$ cat src/rtl/hazard_perf_counters.sv
// Three saturating event counters (stall, flush, load-use) for the hazard controller.
module hazard_perf_counters #(
    parameter int unsigned CNT_W = 32
) (
    input  logic             clk_i,
    input  logic             rst_i,
    input  logic             stall_inc_i,
    input  logic             flush_inc_i,
    input  logic             luse_inc_i,
    output logic [CNT_W-1:0] stall_cnt_o,
    output logic [CNT_W-1:0] flush_cnt_o,
    output logic [CNT_W-1:0] luse_cnt_o
);

    logic [CNT_W-1:0] stall_q, stall_d;
    logic [CNT_W-1:0] flush_q, flush_d;
    logic [CNT_W-1:0] luse_q,  luse_d;

    always_comb begin
        stall_d = stall_q;
        flush_d = flush_q;
        luse_d  = luse_q;
        if (stall_inc_i && (stall_q != '1)) stall_d = stall_q + 1'b1;
        if (flush_inc_i && (flush_q != '1)) flush_d = flush_q + 1'b1;
        if (luse_inc_i  && (luse_q  != '1)) luse_d  = luse_q  + 1'b1;
    end

    always_ff @(posedge clk_i) begin
        if (rst_i) begin
            stall_q <= '0;
            flush_q <= '0;
            luse_q  <= '0;
        end else begin
            stall_q <= stall_d;
            flush_q <= flush_d;
            luse_q  <= luse_d;
        end
    end

    assign stall_cnt_o = stall_q;
    assign flush_cnt_o = flush_q;
    assign luse_cnt_o  = luse_q;

endmodule

$ cat config.mk
export PLATFORM = sky130hd
export DESIGN_NAME = hazard_perf_counters
export DESIGN_NICKNAME = d
export VERILOG_FILES = /design/src/rtl/hazard_perf_counters.sv
export SDC_FILE = /design/constraint.sdc
export NUM_CORES = 1
export LEC_CHECK = 0
export ABC_AREA = 0
export CORE_UTILIZATION = 50
export CTS_CLUSTER_DIAMETER = 200
export DETAILED_ROUTE_END_ITERATION = 7
export GPL_ROUTABILITY_DRIVEN = 1
export GPL_TIMING_DRIVEN = 0
export PLACE_DENSITY = 0.78
export SYNTH_ARGS = -nofsm -noshare
export SYNTH_HDL_FRONTEND = slang
export SYNTH_SLANG_ARGS = --single-unit
$ cat constraint.sdc
create_clock -name clk_i -period 3.05 [get_ports clk_i]
set_input_delay 0.61 -clock clk_i [delete_from_list [all_inputs] [get_ports clk_i]]
set_output_delay 0.61 -clock clk_i [all_outputs]
set_load 0.005 [all_outputs]
# Word level (Yosys, flattened, before mapping)
# Index checks and enable logic that the tools add are counted.
# op_classes
addsub	3
multipliers	0
div_mod_pow	0
n_lt_le_gt_ge	0
eq_ne	3
shift	0
n_mux	0
bitwise	0
n_reduce_logical	3
# ops
cell	count
$add 32x1->32 const B	3
$ne 32x32->1 const B	3
$logic_and 1x1->1	3
# word_totals
ff_bits	96
latchBits	0
ramBits	0
romBits	0
inputBits	5
output_inout_bits	96
word_cells	12
n_memories	0

# Longest topological paths before layout
# Gate-level depths: netlist (run 1).
# logic_depth
word_depth	2
depth_mapped	8

# Worst setup path after synthesis (run 1)
# Ideal clock, no wire load.
# synth_path
kind	input port to flip-flop
from	input port flush_inc_i
to	register flush_q[31] (netlist: flush_cnt_o[31])
arrival_time_ns	2.066
required_ns	2.980
slack_ns	0.914
cell_stages	7
n_path_buf	2
cell_sequence	clkbuf_1 and3_1 nand4_1 clkbuf_1 or3_1 or3_1 a21oi_1
# synth_via
elab_chain_len	1
# synth_lines
item	line	text
start, declared	8	input logic flush_inc_i,
$logic_and 1x1->1	24	if (flush_inc_i && (flush_q != '1)) flush_d = flush_q + 1'b1;
end signal, assigned	35	flush_q <= flush_d;
end, declared	16	logic [CNT_W-1:0] flush_q, flush_d;
# No other way between the ends.
# A chain may end at the register's enable or synchronous reset.

# Final worst setup path (run 1)
# layout_path
from	register flush_q[1] (netlist: flush_cnt_o[1])
to	register flush_q[30] (netlist: flush_cnt_o[30])
# layout_via
elab_chain_len	2
# layout_lines
item
branches (longest 2 deep; another with $add 32x1->32)
# Parallel ways; which one is timed is not known.

==> impl_metrics.ini, run 1 <==
[route]
via_per_inst = 6.12
drtIter0Drc = 239
drc_errors = 0
wl_um = 13600
wl_per_cell_um = 16.0
drt_pass1_iterations = 5
vias = 5177
drtAntennaViolNets = 0

[synthesis]
synthArstFlopShare = 0
synth_top_cell_area_share = 0.387
yosys.area.top_type = dfxtp_1
yosysUniqueCellTypes = 52
ys_ff_latch = 96
synth_area_um2 = 4970
synthCells = 598
ys_seq_area_frac = 0.387
yosysWarnings = 0
synthTopCellsByArea = dfxtp_1 (39%), a21oi_1 (5.6%), or3_1 (4.4%)
synth_area_per_cell_um2 = 8.31
synth_flop_cell = dfxtp_1
synth_fp_nets = 606
synth-edff-count = 0

[clocking]
clockBufferDepth = 2
hold_buffers = 0
cts_tree = done
cts_sinks = 96
postCtsSetupBuffers = 0
numCtsBuffers = 9
htree_num_levels = 3
cts_resized = 0
cts_root_buf = clkbuf_8
path_clk_slew_ps = 100
clk_latency_ps = 350

[placed_design]
place_ws_ps = 204
dp.cells = 830
dpl.hpwl_um = 9820
gp_congestion = 0.886
io_buffers = 99

[timing]
fin_setup_tns_ps = 0
period_minus_slack_ps = 2500
finClkSkew_ps = 9.89
slew_headroom = 0.597
fmax_mhz = 400
setup_violations = 0
finalMaxSlewViolations = 0
min_period_over_period = 0.819
finalHoldViolCount = 0
tightest_slew_ps = 596
rsz0062_at_grt = no
finalWorstSetupSlack_ps = 553

[setup_path]
slowest_delay_ps = 440
cp_slowest_cell = dfxtp_1
startpoint_type = flop
critPathArrivalTime_ps = 2740
path_buf_inv = 2
cp-endpoint = flush_cnt_o[30]$_SDFFE_PP0P_
regToRegEndpoint = flush_cnt_o[30]$_SDFFE_PP0P_
endpoint_kind = flop
cp_cell_sequence = ha_1, and4_1, clkbuf_1, nand4_1, clkbuf_1, nor4_1, mux2_2
worstSetupPathType = reg -> reg
cp_data_required_time_ps = 3290
cp_common_cell = clkbuf_1
r2r_start = flush_cnt_o[1]$_SDFFE_PP0P_
cp_max_fo = 10
path_depth = 7
ff2ff_setup_slack_ps = 550
ff2ff_path_depth = 7
cp-startpoint = flush_cnt_o[1]$_SDFFE_PP0P_
crit_family = simple AND/OR/NAND/NOR gates

[global_routing]
grt_max_degree = 16
grt_first_pass_wirelength_um = 22100
antenna_found_initial = 0
track_usage = 0.265
grt-ovfl-total = 0
grt_pass1_vias = 4614

[pwr]
power.switching_mw = 0.510
sequentialPowerShare = 0.593
power_mw = 2.15
p_comb_frac = 0.040
clock_power_share = 0.367
intPower_mw = 1.64
vdd_drop_max_mv = 0.193
p_sw_frac = 0.238
p_leak_nw = 1.87
p_per_area_nw_per_um2 = 340

[floorplan]
rows = 36
fp.dieH_um = 102
dieArea_um2 = 10300
die_width_um = 102
io_pins = 101
start_util = 0.513
core_area_um2 = 9680

[hold_path]
min_path_type = reg -> reg

[final_layout]
area_growth_pct = 27.0
finalNonFillerCells = 846
num_antenna_cells = 0
nets = 716
layout-drive-gt1-share = 0.0575
final_util = 0.652

[run]
maxCapViolCount = 0

[outcome]
status = completed
cells in the final DEF (no fill, tap or decap), types with 2 or more instances in the layout:
| master | n |
|---|---|
| mux2i_1 | 3 |
| clkinvlp_4 | 2 |
| and4_1 | 18 |
| a2111oi_0 | 3 |
| nand4_1 | 34 |
| nor4_1 | 9 |
| nor2_1 | 49 |
| or2_2 | 3 |
| o31ai_1 | 23 |
| or4_1 | 24 |
| nand3_1 | 31 |
| or3_1 | 35 |
| and2_1 | 9 |
| clkdlybuf4s50_1 | 99 |
| xnor2_1 | 18 |
| buf_4 | 2 |
| o41ai_1 | 2 |
| a211oi_1 | 5 |
| o21ai_1 | 3 |
| inv_1 | 5 |
| a31oi_1 | 2 |
| a2111oi_1 | 4 |
| a21oi_1 | 56 |
| buf_2 | 3 |
| nor2b_1 | 8 |
| nor3_1 | 10 |
| a21oi_2 | 3 |
| xor2_1 | 6 |
| mux2_2 | 7 |
| clkbuf_1 | 26 |
| o21ai_0 | 29 |
| and3_1 | 12 |
| a311o_1 | 2 |
| ha_1 | 3 |
| clkbuf_8 | 11 |
| dfxtp_1 | 96 |
| nand2_1 | 37 |
| buf_1 | 2 |
sequential cells by signal, summed over array words and instances (netlist names):
register,count
stall_cnt_o,32
luse_cnt_o,32
flush_cnt_o,32
power by group through the flow:
stage	logic [mW]	registers, mW	clock network, mW
after floorplan	0.0452	1.30	0
after global placement	0.0841	1.30	0
after detailed placement	0.0862	1.30	0
after CTS	0.0866	1.27	0.806
after global routing	0.0949	1.28	0.852
final	0.0856	1.27	0.788
worst reg2reg max path: cells and delay by family, from the launching register on:
| kind | cells | cell delay, ps |
|---|---|---|
| mux | 1 | 370 |
| fa+ha+maj | 1 | 250 |
| flops | 1 | 440 |
| simple gates | 3 | 800 |
| buf+inv | 2 | 540 |
worst min-delay path by stage:
stage	from	to	slack, ps	depth (start not counted)
final	flush_cnt_o[14]$_SDFFE_PP0P_	flush_cnt_o[14]$_SDFFE_PP0P_	510	2
after global routing	flush_cnt_o[19]$_SDFFE_PP0P_	flush_cnt_o[19]$_SDFFE_PP0P_	540	2
after global placement	flush_cnt_o[14]$_SDFFE_PP0P_	flush_cnt_o[14]$_SDFFE_PP0P_	470	2
after floorplan	stall_cnt_o[29]$_SDFFE_PP0P_	stall_cnt_o[29]$_SDFFE_PP0P_	480	2
after CTS	flush_cnt_o[14]$_SDFFE_PP0P_	flush_cnt_o[14]$_SDFFE_PP0P_	500	2
after detailed placement	flush_cnt_o[14]$_SDFFE_PP0P_	flush_cnt_o[14]$_SDFFE_PP0P_	490	2
metrics by stage:
step | cell area, µm² | hold WS (ps)
floorplan | 4970 | 476
global placement | 6130 | 471
detailed placement | 6130 | 487
CTS | 6310 | 500
global route | 6310 | 540
finish | 6310 | 512
Yosys cell counts, types with 3 or more instances:
master / number
a21oi_1: 56
and4_1: 18
ha_1: 3
nand3_1: 31
nand4_1: 34
xnor2_1: 18
a211oi_1: 5
o21ai_0: 29
mux2_2: 7
a21oi_2: 3
o21ai_1: 3
or4_1: 24
mux2i_1: 3
o31ai_1: 23
and3_1: 12
clkbuf_1: 25
inv_1: 5
nor3_1: 10
and2_1: 9
nor4_1: 9
a2111oi_0: 3
xor2_1: 6
dfxtp_1: 96
or3_1: 35
nand2_1: 37
or2_2: 3
nor2_1: 49
a2111oi_1: 4
buf_2: 3
nor2b_1: 8
cell type report:
type | count | area [µm²]
inverters | 5 | 18.8
multi-input cells | 464 | 2890
clock inverters | 4 | 28.8
plain buffers | 33 | 143
fillers | 838 | 3370
clock buffers | 12 | 155
flip-flops and latches | 96 | 1920
well taps | 133 | 166
repair buffers | 99 | 991
kinds of logic (layout without fill, tap and decap cells):
logic type / Yosys count / in the layout / synth area share
simple gates: 285 / 285 / 0.326
compound gates: 141 / 141 / 0.180
flops: 96 / 96 / 0.387
buf+inv: 38 / 153 / 0.0325
xor+xnor: 24 / 24 / 0.0423
mux: 11 / 11 / 0.0249
fa+ha+maj: 3 / 3 / 0.00756
per-layer routing:
layer,vias up,global-route usage,share of wire
met2,187,0.448,0.48
met5,-,0,0
li1,2501,-,-
met1,2474,0.354,0.44
met4,0,0.0725,0.0086
met3,15,0.0366,0.066
(Power assumes the default switching activity.)
==> run 2, diff against run 1 <==
==> constraint.sdc (replaced) <==
create_clock -name clk_i -period 2.3 [get_ports clk_i]
set_input_delay 0.46 -clock clk_i [delete_from_list [all_inputs] [get_ports clk_i]]
set_output_delay 0.46 -clock clk_i [all_outputs]
set_load 0.005 [all_outputs]
==> run 2 against run 1 <==
Fmax up 13%. Worst hold slack worse by 7.6 ps. Register-to-register slack worse by 460 ps. Setup slack worse by 460 ps. Flip-flop and latch count unchanged. Critical endpoint is now luse_cnt_o[8]$_SDFFE_PP0P_. Sequential share of layout area down 0.45 points. Sequential power up 33%. Power up 33%. Cell area up 2.2%. Largest power group unchanged. Non-clock buffer count up 9. First-iteration DRC count down 12%. Core utilization up 1.4 points.
==> impl_metrics.ini, run 2 (synthesis results as in run 1) <==
[floorplan]
die_width_um = 102
fp.dieH_um = 102
core_area_um2 = 9680
rows = 36
io_pins = 101
dieArea_um2 = 10300
start_util = 0.513

[setup_path]
cp_data_required_time_ps = 2550
cp_max_fo = 10
cp_slowest_cell = dfxtp_1
slowest_delay_ps = 470
worstSetupPathType = reg -> reg
critPathArrivalTime_ps = 2450
endpoint_kind = flop
startpoint_type = flop
cp_cell_sequence = nand4_1, nor3_1, buf_1, a31oi_1, nand3_1, mux2_2

[placed_design]
postPlaceCellArea_um2 = 6130
dpl.hpwl_um = 9820
gp_congestion = 0.886
dp.cells = 830
io_buffers = 99
place_ws_ps = -396

[route]
drt_pass1_iterations = 5
wl_um = 13700
wl_per_cell_um = 16.0
drtIter0Drc = 210
drtAntennaViolNets = 0
via_per_inst = 6.09
drc_errors = 0
vias = 5205

[timing]
min_period_over_period = 0.959
finalHoldViolCount = 0
fmax_mhz = 453
finClkSkew_ps = 12.1
tightest_slew_ps = 660
slew_headroom = 0.557
finalWorstSetupSlack_ps = 93.7
setup_violations = 0
period_minus_slack_ps = 2210
fin_setup_tns_ps = 0
finalMaxSlewViolations = 0

[pwr]
clock_power_share = 0.367
power.switching_mw = 0.680
intPower_mw = 2.17
sequentialPowerShare = 0.593
vdd_drop_max_mv = 0.259
p_sw_frac = 0.238
p_per_area_nw_per_um2 = 443
p_leak_nw = 1.96
p_comb_frac = 0.041

[final_layout]
layout-drive-gt1-share = 0.105
multi_input_area_um2 = 2930
area_growth_pct = 29.8
final_common_cell = clkdlybuf4s50_1
finalNonFillerCells = 855
final_util = 0.666
nFillCells = 816
nets = 725
stdcell_area_um2 = 6450
seqCellArea_um2 = 1940
num_antenna_cells = 0
mostFrequentLayoutCells = clkdlybuf4s50_1 (99), dfxtp_1 (85), a21oi_1 (56)

[global_routing]
grt_max_degree = 16
grt_pass1_vias = 4641
grt-ovfl-total = 0
grt_first_pass_wirelength_um = 22200
antenna_found_initial = 0
track_usage = 0.267

[hold_path]
min_path_type = reg -> reg

[clocking]
cts_sinks = 96
cts_tree = done
numCtsBuffers = 9
cts_root_buf = clkbuf_8
htree_num_levels = 3
clk_latency_ps = 350
clockBufferDepth = 2
path_clk_slew_ps = 100

[outcome]
status = completed

[run]
maxCapViolCount = 0
==> run 2: cell count changes in the layout (fill, tap and decap cells not counted), sizes merged <==
cell    change
buf        +12
clkbuf      -3
==> run 2: worst max-delay path: cells and delay by family, from the launching register on <==
family,cells,cell delay [ps]
buffers and inverters,1,460
multiplexers,1,330
flip-flops,1,470
AO/OA/AOI/OAI,1,240
AND/OR/NAND/NOR,3,610
==> run 2: area by class of cell <==
cell class,count,area share
multi-input combinational,464,0.454
sequential,96,0.300
timing repair buffer,110,0.166
tap,133,0.0258
clock buffer,12,0.0241
buffer,31,0.0223
clock inverter,4,0.00446
inverter,5,0.00291
==> run 2: timing repair <==
item | 4_1_cts | 5_1_grt
resized for setup | 10 | 21
hold buffers | 0 | 0
buffers inserted | 3 | 8
pin swaps | 3 | 2
cloned | 0 | 0
setup endpoints to repair | 34 | 38
==> run 2: path summary, 6_finish.rpt <==
kind,startpoint,end,slack (ps),cells past startpoint
min reg2reg,flush_cnt_o[14]$_SDFFE_PP0P_,flush_cnt_o[14]$_SDFFE_PP0P_,500,2
max,luse_cnt_o[25]$_SDFFE_PP0P_,luse_cnt_o[8]$_SDFFE_PP0P_,90,6
max reg2reg,luse_cnt_o[25]$_SDFFE_PP0P_,luse_cnt_o[8]$_SDFFE_PP0P_,90,6
min,flush_cnt_o[14]$_SDFFE_PP0P_,flush_cnt_o[14]$_SDFFE_PP0P_,500,2
==> run 2: metal layers <==
layer,routed length [µm],part of all wire,vias to the layer above,global-route usage
met5,0,0,-,0
met4,162,0.012,0,0.0747
met3,851,0.062,19,0.0366
met2,6530,0.48,201,0.450
met1,6130,0.45,2465,0.357
li1,-,-,2520,-
==> run 2: power groups by stage <==
| stage | registers (mW) | logic, mW | clock network [mW] |
|---|---|---|---|
| after global routing | 1.69 | 0.128 | 1.13 |
| after floorplan | 1.73 | 0.0599 | 0 |
| after global placement | 1.73 | 0.111 | 0 |
| final | 1.69 | 0.116 | 1.05 |
| after detailed placement | 1.73 | 0.114 | 0 |
| after CTS | 1.69 | 0.117 | 1.07 |
==> run 2: through the flow <==
step	power (mW)	hold slack, ps
after floorplan	1.79	476
after global placement	1.84	471
after detailed placement	1.84	487
after CTS	2.88	500
after global routing	2.95	533
final	2.85	504
==> run 3, diff against run 2 <==
==> constraint.sdc (replaced) <==
create_clock -name clk_i -period 2.4 [get_ports clk_i]
set_input_delay 0.48 -clock clk_i [delete_from_list [all_inputs] [get_ports clk_i]]
set_output_delay 0.48 -clock clk_i [all_outputs]
set_load 0.005 [all_outputs]
==> run 3 against run 2 <==
Clock power shrank 4%. Non-clock buffer count decreased by 3. Global-route usage shrank 0.088 points. Core utilization shrank 0.53 points. Clock skew grew 1.2 ps. First-iteration DRC count unchanged. Fmax fell by 4.2%. Routed wire length rose by 0.45%. Power is 4.0% lower.
==> impl_metrics.ini, run 3 (synthesis results as in run 1) <==
[outcome]
status = completed

[clocking]
numCtsBuffers = 9
clk_latency_ps = 350
htree_num_levels = 3
cts_sinks = 96
cts_root_buf = clkbuf_8
hold_buffers = 0
cts_tree = done
path_clk_slew_ps = 100
clockBufferDepth = 2

[route]
drc_errors = 0
via_per_inst = 6.13
vias = 5220
route.met2.wl_um = 6640
wl_um = 13700
wl_per_cell_um = 16.1
drtAntennaViolNets = 0
met3_length_um = 815
top_layer = met4
drtIter0Drc = 210
drt_pass1_iterations = 4
met1_length_um = 6140

[setup_path]
critPathArrivalTime_ps = 2530
startpoint_type = flop
worstSetupPathType = reg -> reg
cp_max_fo = 10
endpoint_kind = flop
cp_data_required_time_ps = 2630

[final_layout]
layout-drive-gt1-share = 0.0862
area_growth_pct = 28.8
nets = 722
num_antenna_cells = 0
final_common_cell = clkdlybuf4s50_1
finalNonFillerCells = 852
mostFrequentLayoutCells = clkdlybuf4s50_1 (99), dfxtp_1 (90), a21oi_1 (56)

[run]
maxCapViolCount = 0

[timing]
rsz0062_at_grt = yes
period_minus_slack_ps = 2300
slew_headroom = 0.545
min_period_over_period = 0.959
tightest_slew_ps = 677
setup_violations = 0
finalWorstSetupSlack_ps = 97.3
finalMaxSlewViolations = 0
fmax_mhz = 434
finClkSkew_ps = 13.3
finalHoldViolCount = 0

[floorplan]
core_area_um2 = 9680
io_pins = 101
die_width_um = 102
rows = 36
fp.dieH_um = 102
start_util = 0.513
dieArea_um2 = 10300

[global_routing]
grt-ovfl-total = 0
grt_pass1_vias = 4628
track_usage = 0.266
grt_max_degree = 16
grt_first_pass_wirelength_um = 22200
antenna_found_initial = 0

[pwr]
p_per_area_nw_per_um2 = 428
vdd_drop_max_mv = 0.246
p_leak_nw = 1.91

[placed_design]
gp_congestion = 0.886
io_buffers = 99
dp.cells = 830
dpl.hpwl_um = 9820
place_ws_ps = -316

[hold_path]
min_path_type = reg -> reg
[run 3: cell count changes in the layout (fill, tap and decap cells not counted), moves of 2 or more]
| cell | previous run | this run |
|---|---|---|
| buf_4 | 13 | 9 |
| clkbuf_1 | 18 | 22 |
| clkbuf_2 | 4 | 2 |
| dfxtp_1 | 85 | 90 |
| dfxtp_2 | 11 | 6 |
[run 3: layout make-up]
type                            instances  area [µm²]
Multi-Input combinational cell        464        2910
Fill cell                             820        3290
Inverter                                5        18.8
Sequential cell                        96        1930
Clock buffer                           12         155
Buffer                                 32         145
Timing Repair Buffer                  106        1040
Clock inverter                          4        28.8
Tap cell                              133         166
[run 3: through the flow]
step	total power, mW	TNS [ps]	instance area, µm²	hold slack, ps	util
floorplan	1.71	0	4970	476	-
global placement	1.76	-6940	6130	471	0.633
detailed placement	1.77	-7240	6130	487	0.633
CTS	2.75	-26.6	6320	500	0.653
global route	2.83	-13.9	6400	538	0.661
finish	2.74	0	6400	505	0.661
[run 3: repair_timing]
item | CTS | global route
pin swaps | 1 | 4
buffers inserted | 0 | 7
cloned | 0 | 0
gates resized for setup | 3 | 16
endpoints found under the hold margin | 0 | 0
endpoints found under the setup margin | 6 | 50
[run 3: final timing paths]
path | start | end | slack (ps) | cells after the start
setup / recovery | stall_cnt_o[3]$_SDFFE_PP0P_ | stall_cnt_o[1]$_SDFFE_PP0P_ | 100 | 7
hold / removal | flush_cnt_o[14]$_SDFFE_PP0P_ | flush_cnt_o[14]$_SDFFE_PP0P_ | 510 | 2
setup reg to reg | stall_cnt_o[3]$_SDFFE_PP0P_ | stall_cnt_o[1]$_SDFFE_PP0P_ | 100 | 7
hold reg to reg | flush_cnt_o[14]$_SDFFE_PP0P_ | flush_cnt_o[14]$_SDFFE_PP0P_ | 510 | 2
[run 3: where the power goes]
part | internal, mW | switching (mW) | total [mW]
clock network | 0.435 | 0.573 | 1.01
logic | 0.0462 | 0.0657 | 0.112
registers | 1.60 | 0.0171 | 1.62
[run 3: worst max-delay path, stage by stage (launching register included)]
cell     delay [ps]
dfxtp_1         440
nand4_1         210
or4_1           520
buf_4           190
o31ai_4         360
buf_6           200
mux2i_1         200
nor2_1           50
[run 3: layer usage]
layer	up-vias	global-route usage
met5	-	0
met4	0	0.0747
met3	17	0.0366
met2	182	0.449
met1	2508	0.356
li1	2513	-
==> variant 1, RTL diff (settings of run 3) <==
Set the parameter `CNT_W` to 16 (it was 32).
--- a/src/rtl/hazard_perf_counters.sv
+++ b/src/rtl/hazard_perf_counters.sv
@@ -2,3 +2,3 @@
 module hazard_perf_counters #(
-    parameter int unsigned CNT_W = 32
+    parameter int unsigned CNT_W = 16
 ) (
Interface: changed (resized flush_cnt_o, luse_cnt_o and stall_cnt_o); port bits go from 101 to 53. The function was not compared with the original's and may differ.
==> variant 1 against run 3 <==
Total power decreased by 49%. Count of clock-buffer cells in the layout shrank 5. Sequential power decreased by 50%. Design area is 52% lower. Setup slack better by 0.054 ns. The flow now finishes with violations (design-rule violations). Global-route usage shrank 2.5 points. Synthesized area fell by 52%. Register-to-register slack better by 0.10 ns. Synthesized cell count shrank 52%. Sequential cell count is 48 lower. Routed wire length down 56%. Critical path depth shrank 1. Critical path type is now input port to register.
==> variant 1: results (changes against run 3) <==
- Main area contributors after synthesis: sky130_fd_sc_hd__dfxtp_1, sky130_fd_sc_hd__a21oi_1, sky130_fd_sc_hd__or4_1 (was sky130_fd_sc_hd__dfxtp_1, sky130_fd_sc_hd__a21oi_1, sky130_fd_sc_hd__or3_1).
- The quantity of gates resized following cts came to 0 (was 3).
- The worst setup path startpoint was luse_inc_i (was stall_cnt_o[3]$_SDFFE_PP0P_).
- The final-layout worst hold slack is 0.500 ns (was 0.505 ns).
- The endpoint of the worst register-to-register path is luse_cnt_o[4]$_SDFFE_PP0P_ (was stall_cnt_o[1]$_SDFFE_PP0P_).
- The share of cells above drive strength 1 is 0.0602 (was 0.0862).
- The share of synthesized area occupied by flip-flops and latches is 0.401 (was 0.387).
- The number of filler cells placed in the layout came to 385 (was 820).
- The all-layer global routing usage is 0.241 (was 0.266).
- The quantity of I/O buffers inserted on ports is 51 (was 99).
- The met2 routing resource usage after global routing was 0.370 (was 0.449).
- The net count after synthesis is 298 (was 606).
- The overall via count from detail_route is 2518 (was 5220).
- The final reports fail on design-rule violations.
- The met1 usage in global routing is 0.336 (was 0.356).
- The reg-to-reg critical path startpoint is luse_cnt_o[8]$_SDFFE_PP0P_ (was stall_cnt_o[3]$_SDFFE_PP0P_).
- The placed cell count is 393 (was 830).
- The number of H-tree levels was 2 (was 3).
- The number of global-route vias before repair is 2159 (was 4628).
- The length in cells of the worst reg-to-reg path came to 6 (was 7).
- The first-pass GRT wire length is 9.87 mm (was 22.2 mm).
- The source-to-sink clock delay at the later pin of the worst-skew pair is 0.31 ns (was 0.35 ns).
- Run status: complete, but fails checks (was completed).
- The worst-case vdd ir drop came to 0.000331 V (was 0.000246 V).
- The top fanout value on the critical path came to 8 (was 10).
- The worst hold path endpoint is flush_cnt_o[11]$_SDFFE_PP0P_ (was flush_cnt_o[14]$_SDFFE_PP0P_).
- The startpoint of the most critical hold path was flush_cnt_o[11]$_SDFFE_PP0P_ (was flush_cnt_o[14]$_SDFFE_PP0P_).
- The DRC violation count after routing is 5 (was 0).
- The static leakage power is 0.942 nW (was 1.91 nW).
- The post-synthesis area per instance was 8.26 um^2 (was 8.31 um^2).
- The total number of nets in the final design came to 356 (was 722).
- The number of iterations in the first detailed-routing pass is 7 (was 4).
- The met3 track utilization from global routing is 0.0478 (was 0.0366).
- The total CTS buffers is 5 (was 9).
- The setup slack on the worst flop-to-flop path came to 0.20 ns (was 0.1 ns).
- The worst relative slew slack is 0.525 (was 0.545).
- The final clock skew is 0.00938 ns (was 0.0133 ns).
- The worst path arrival time is 2.49 ns (was 2.53 ns).
- The worst setup path category is input port to register (was register to register).
- The highest-delay cell along the critical path is sky130_fd_sc_hd__clkdlybuf4s50_1 (was sky130_fd_sc_hd__or4_1).
## variant 1: changes by cell type after synthesis, moves of 20 or more
cell	change
sky130_fd_sc_hd__a21oi_1	-27
sky130_fd_sc_hd__dfxtp_1	-48
sky130_fd_sc_hd__nand2_1	-20
sky130_fd_sc_hd__nor2_1	-23
sky130_fd_sc_hd__or3_1	-26
## variant 1: cell type report
type / count / share of cell area
Buffer: 13 / 0.0167
Clock buffer: 7 / 0.0281
Clock inverter: 1 / 0.00244
Inverter: 5 / 0.00611
Multi-Input combinational cell: 224 / 0.446
Sequential cell: 48 / 0.313
Tap cell: 52 / 0.0212
Timing Repair Buffer: 51 / 0.166
## variant 1: routing by layer
layer / share of wire / routed length, um
met3: 0.056 / 333
met2: 0.46 / 2770
met4: 0.016 / 97
met1: 0.47 / 2800
met5: 0 / 0
## variant 1: through the flow
| stage | instance area, um^2 | setup WS [ns] |
|---|---|---|
| finish | 3070 | 0.152 |
| global route | 3070 | 0.0236 |
| CTS | 3070 | 0.170 |
| detailed placement | 2970 | -0.145 |
| global placement | 2970 | -0.120 |
| floorplan | 2400 | 0.554 |
## variant 1: report_power, final
| group | switching (mW) | total, mW | internal (mW) |
|---|---|---|---|
| registers | 0.0108 | 0.816 | 0.805 |
| logic | 0.0379 | 0.0743 | 0.0364 |
| clock network | 0.275 | 0.509 | 0.234 |
| total | 0.323 | 1.40 | 1.08 |
## variant 1: worst max path at each step
stage / to / slack [ns] / cells after the start
detailed placement: luse_cnt_o[9]$_SDFFE_PP0P_ / -0.15 / 6
global route: luse_cnt_o[4]$_SDFFE_PP0P_ / 0.02 / 6
global placement: luse_cnt_o[15]$_SDFFE_PP0P_ / -0.12 / 6
floorplan: luse_cnt_o[13]$_SDFFE_PP0P_ / 0.55 / 5
CTS: luse_cnt_o[9]$_SDFFE_PP0P_ / 0.17 / 6
finish: luse_cnt_o[9]$_SDFFE_PP0P_ / 0.15 / 6
## variant 1: worst register-to-register path, cell delays in order (launching register included)
cell and delay (ns):
sky130_fd_sc_hd__dfxtp_1 0.45, sky130_fd_sc_hd__nand4_1 0.29, sky130_fd_sc_hd__nor4_2 0.42, sky130_fd_sc_hd__clkbuf_1 0.40, sky130_fd_sc_hd__buf_2 0.31, sky130_fd_sc_hd__o21ai_0 0.13
sky130_fd_sc_hd__a21oi_1 0.14
## variant 1: logic make-up (layout without fill, tap and decap cells)
group,Yosys count,count (layout),synth area share
DFF,48,48,0.401
and+or+nand+nor,142,142,0.331
xor gates and xnor gates,2,2,0.00731
AOI/OAI and AO/OA,66,66,0.166
adders and majority gates,3,3,0.0157
buffers and inverters,18,77,0.0292
muxes,11,11,0.0496
==> variant 2, RTL diff (config.mk and constraints of run 3) <==
Made on the original files. Put one more register stage on the output `luse_cnt_o`, without a reset. The value now appears one clock later. The other outputs are not delayed to match.
--- a/src/rtl/hazard_perf_counters.sv
+++ b/src/rtl/hazard_perf_counters.sv
@@ -41,3 +41,5 @@
     assign flush_cnt_o = flush_q;
-    assign luse_cnt_o  = luse_q;
+    always_ff @(posedge clk_i) begin
+        luse_cnt_o <= luse_q;
+    end
 
Function: changed (a bounded check fails within 4 cycles, from zero or initial values and one cycle with rst_i high).
==> variant 2 against run 3 <==
Clock skew fell by 0.0066 ns. Routed wire length rose by 14%. Synthesized cell count rose by 7.0%. Setup slack got worse by 0.00069 ns. Maximum frequency barely moved. Largest cell class unchanged. Synthesized area rose by 15%. Critical path type unchanged. First-iteration DRC count rose by 79%. Design area rose by 20%. Via count rose by 7.0%. Total power rose by 88%. Sequential cell count rose by 32.
==> variant 2: results (changes against run 3) <==
- Run status: completed (unchanged).
- The adder-cell share of the synthesized area is 0.00655 (was 0.00755).
- The register clock-pin slew on the reported worst setup and hold paths was 0.06 ns (was 0.10 ns).
- The synthesized-area fraction occupied by xor and xnor cells was 0.0153 (was 0.0423).
- The placed cell count is 878 (was 830).
- The top fanout value on the critical path came to 10 (unchanged).
- The final HPWL from detailed placement is 10.5 mm (was 9.82 mm).
- The static leakage power is 2.55 nW (was 1.91 nW).
- The gate count of the mapped netlist is 640 (was 598).
- The source-to-sink clock delay at the later pin of the worst-skew pair is 0.42 ns (was 0.35 ns).
- The number of global-route vias before repair came to 5152 (was 4628).
- The worst path arrival time is 2.61 ns (was 2.53 ns).
- The mux contribution to synthesized area is 0.0406 (was 0.0249).
- The first-pass GRT wire length is 24.6 mm (was 22.2 mm).
- The total placed instance area came to 6890 um^2 (was 6130 um^2).
- The overall routed net length came to 15.7 mm (was 13.7 mm).
- The net count after synthesis is 648 (was 606).
- The number of H-tree levels is 4 (was 3).
- The maximum number of pins on one net before global-route repair is 17 (was 16).
- The quantity of I/O buffers inserted on ports was 98 (was 99).
- The buffer levels on the longest clock path is 2 (unchanged).
- The highest-delay cell along the critical path is sky130_fd_sc_hd__or4_4 (was sky130_fd_sc_hd__or4_1).
- The number of nets still failing antenna checks after routing is 0 (unchanged).
- The global placer's final weighted congestion is 0.906 (was 0.886).
- The synthesized-area fraction occupied by ao, oa, aoi and oai cells is 0.156 (was 0.180).
- The share of synthesized flip-flops with an asynchronous set or reset came to 0 (unchanged).
- The total CTS buffers is 17 (was 9).
- The overall via count from detail_route came to 5585 (was 5220).
- The all-layer global routing usage is 0.267 (was 0.266).
- Post-synth top cells: sky130_fd_sc_hd__dfxtp_1, sky130_fd_sc_hd__a21oi_1, sky130_fd_sc_hd__nor2_1 (unchanged).
- The number of antenna violations at the first check in global routing came to 0 (unchanged).
- The total number of nets in the final design is 775 (was 722).
- The kind of cell adding the most delay to the critical path is simple AND/OR/NAND/NOR gates (unchanged).
- The share of synthesized area occupied by flip-flops and latches came to 0.447 (was 0.387).
- The share of cells above drive strength 1 came to 0.136 (was 0.0862).
- Main area contributors after synthesis: sky130_fd_sc_hd__dfxtp_1, sky130_fd_sc_hd__a21oi_1, sky130_fd_sc_hd__or3_1 (unchanged).
- The unique cell type count in the Yosys netlist came to 61 (was 52).
- The worst relative slew slack is 0.578 (was 0.545).
- The final clock skew is 0.00664 ns (was 0.0133 ns).
- The area share of the leading cell type in the synthesized netlist is 0.447 (was 0.387).
- The master cell of the clock root buffer was sky130_fd_sc_hd__clkbuf_16 (was sky130_fd_sc_hd__clkbuf_8).
- The delay of the slowest critical-path stage came to 0.59 ns (was 0.52 ns).
- The number of iterations in the first detailed-routing pass is 5 (was 4).
- The pre-CTS setup slack is -0.584 ns (was -0.316 ns).
- The number of violations reported at the end of detailed-routing iteration 0 is 375 (was 210).
- The layout overhead on the synthesized area is 34.4% (was 28.8%).
- The worst-case vdd ir drop was 0.000643 V (was 0.000246 V).
- The final instance count without filler cells was 920 (was 852).
## variant 2: report_power, final
group	internal (mW)	switching (mW)
registers	2.14	0.0129
logic	0.0526	0.0810
clock network	1.90	0.966
total	4.09	1.06
## variant 2: per-layer routing
layer  global-route usage  part of all wire  vias to the layer above
li1                     -                 -                     2658
met1                0.313              0.41                     2618
met2                0.454              0.50                      271
met3               0.0681             0.070                       38
met4                0.130             0.023                        0
met5                    0                 0                        -
## variant 2: worst paths after layout
kind                           startpoint                 endpoint  slack [ns]  depth (start not counted)
setup / recovery  luse_q[10]$_SDFFE_PP0P_  luse_q[11]$_SDFFE_PP0P_         0.1                          6
hold / removal     luse_q[0]$_SDFFE_PP0P_    luse_cnt_o[0]$_DFF_P_        0.39                          0
setup reg to reg  luse_q[10]$_SDFFE_PP0P_  luse_q[11]$_SDFFE_PP0P_         0.1                          6
hold reg to reg    luse_q[0]$_SDFFE_PP0P_    luse_cnt_o[0]$_DFF_P_        0.39                          0
## variant 2: cells by family after synthesis
kind of cell               Yosys count
DFF                                128
xor gates and xnor gates            10
AOI/OAI and AO/OA                  147
adders and majority gates            3
buffers and inverters               47
and+or+nand+nor                    286
muxes                               19
## variant 2: area by class of cell
type | count | area (um^2)
timing repair buffer | 110 | 1070
tap | 140 | 175
clock inverter | 12 | 205
buffer | 32 | 160
inverter | 13 | 48.8
multi-input combinational | 465 | 3020
clock buffer | 20 | 457
sequential | 128 | 2570
fill | 832 | 3280
## variant 2: repair_timing
action / 4_1_cts / 5_1_grt
endpoints found under the setup margin: 38 / 51
setup buffers: 3 / 9
pin swaps: 3 / 4
cloned: 0 / 0
hold buffers: 0 / 0
endpoints found under the hold margin: 0 / 0
resized for setup: 3 / 19
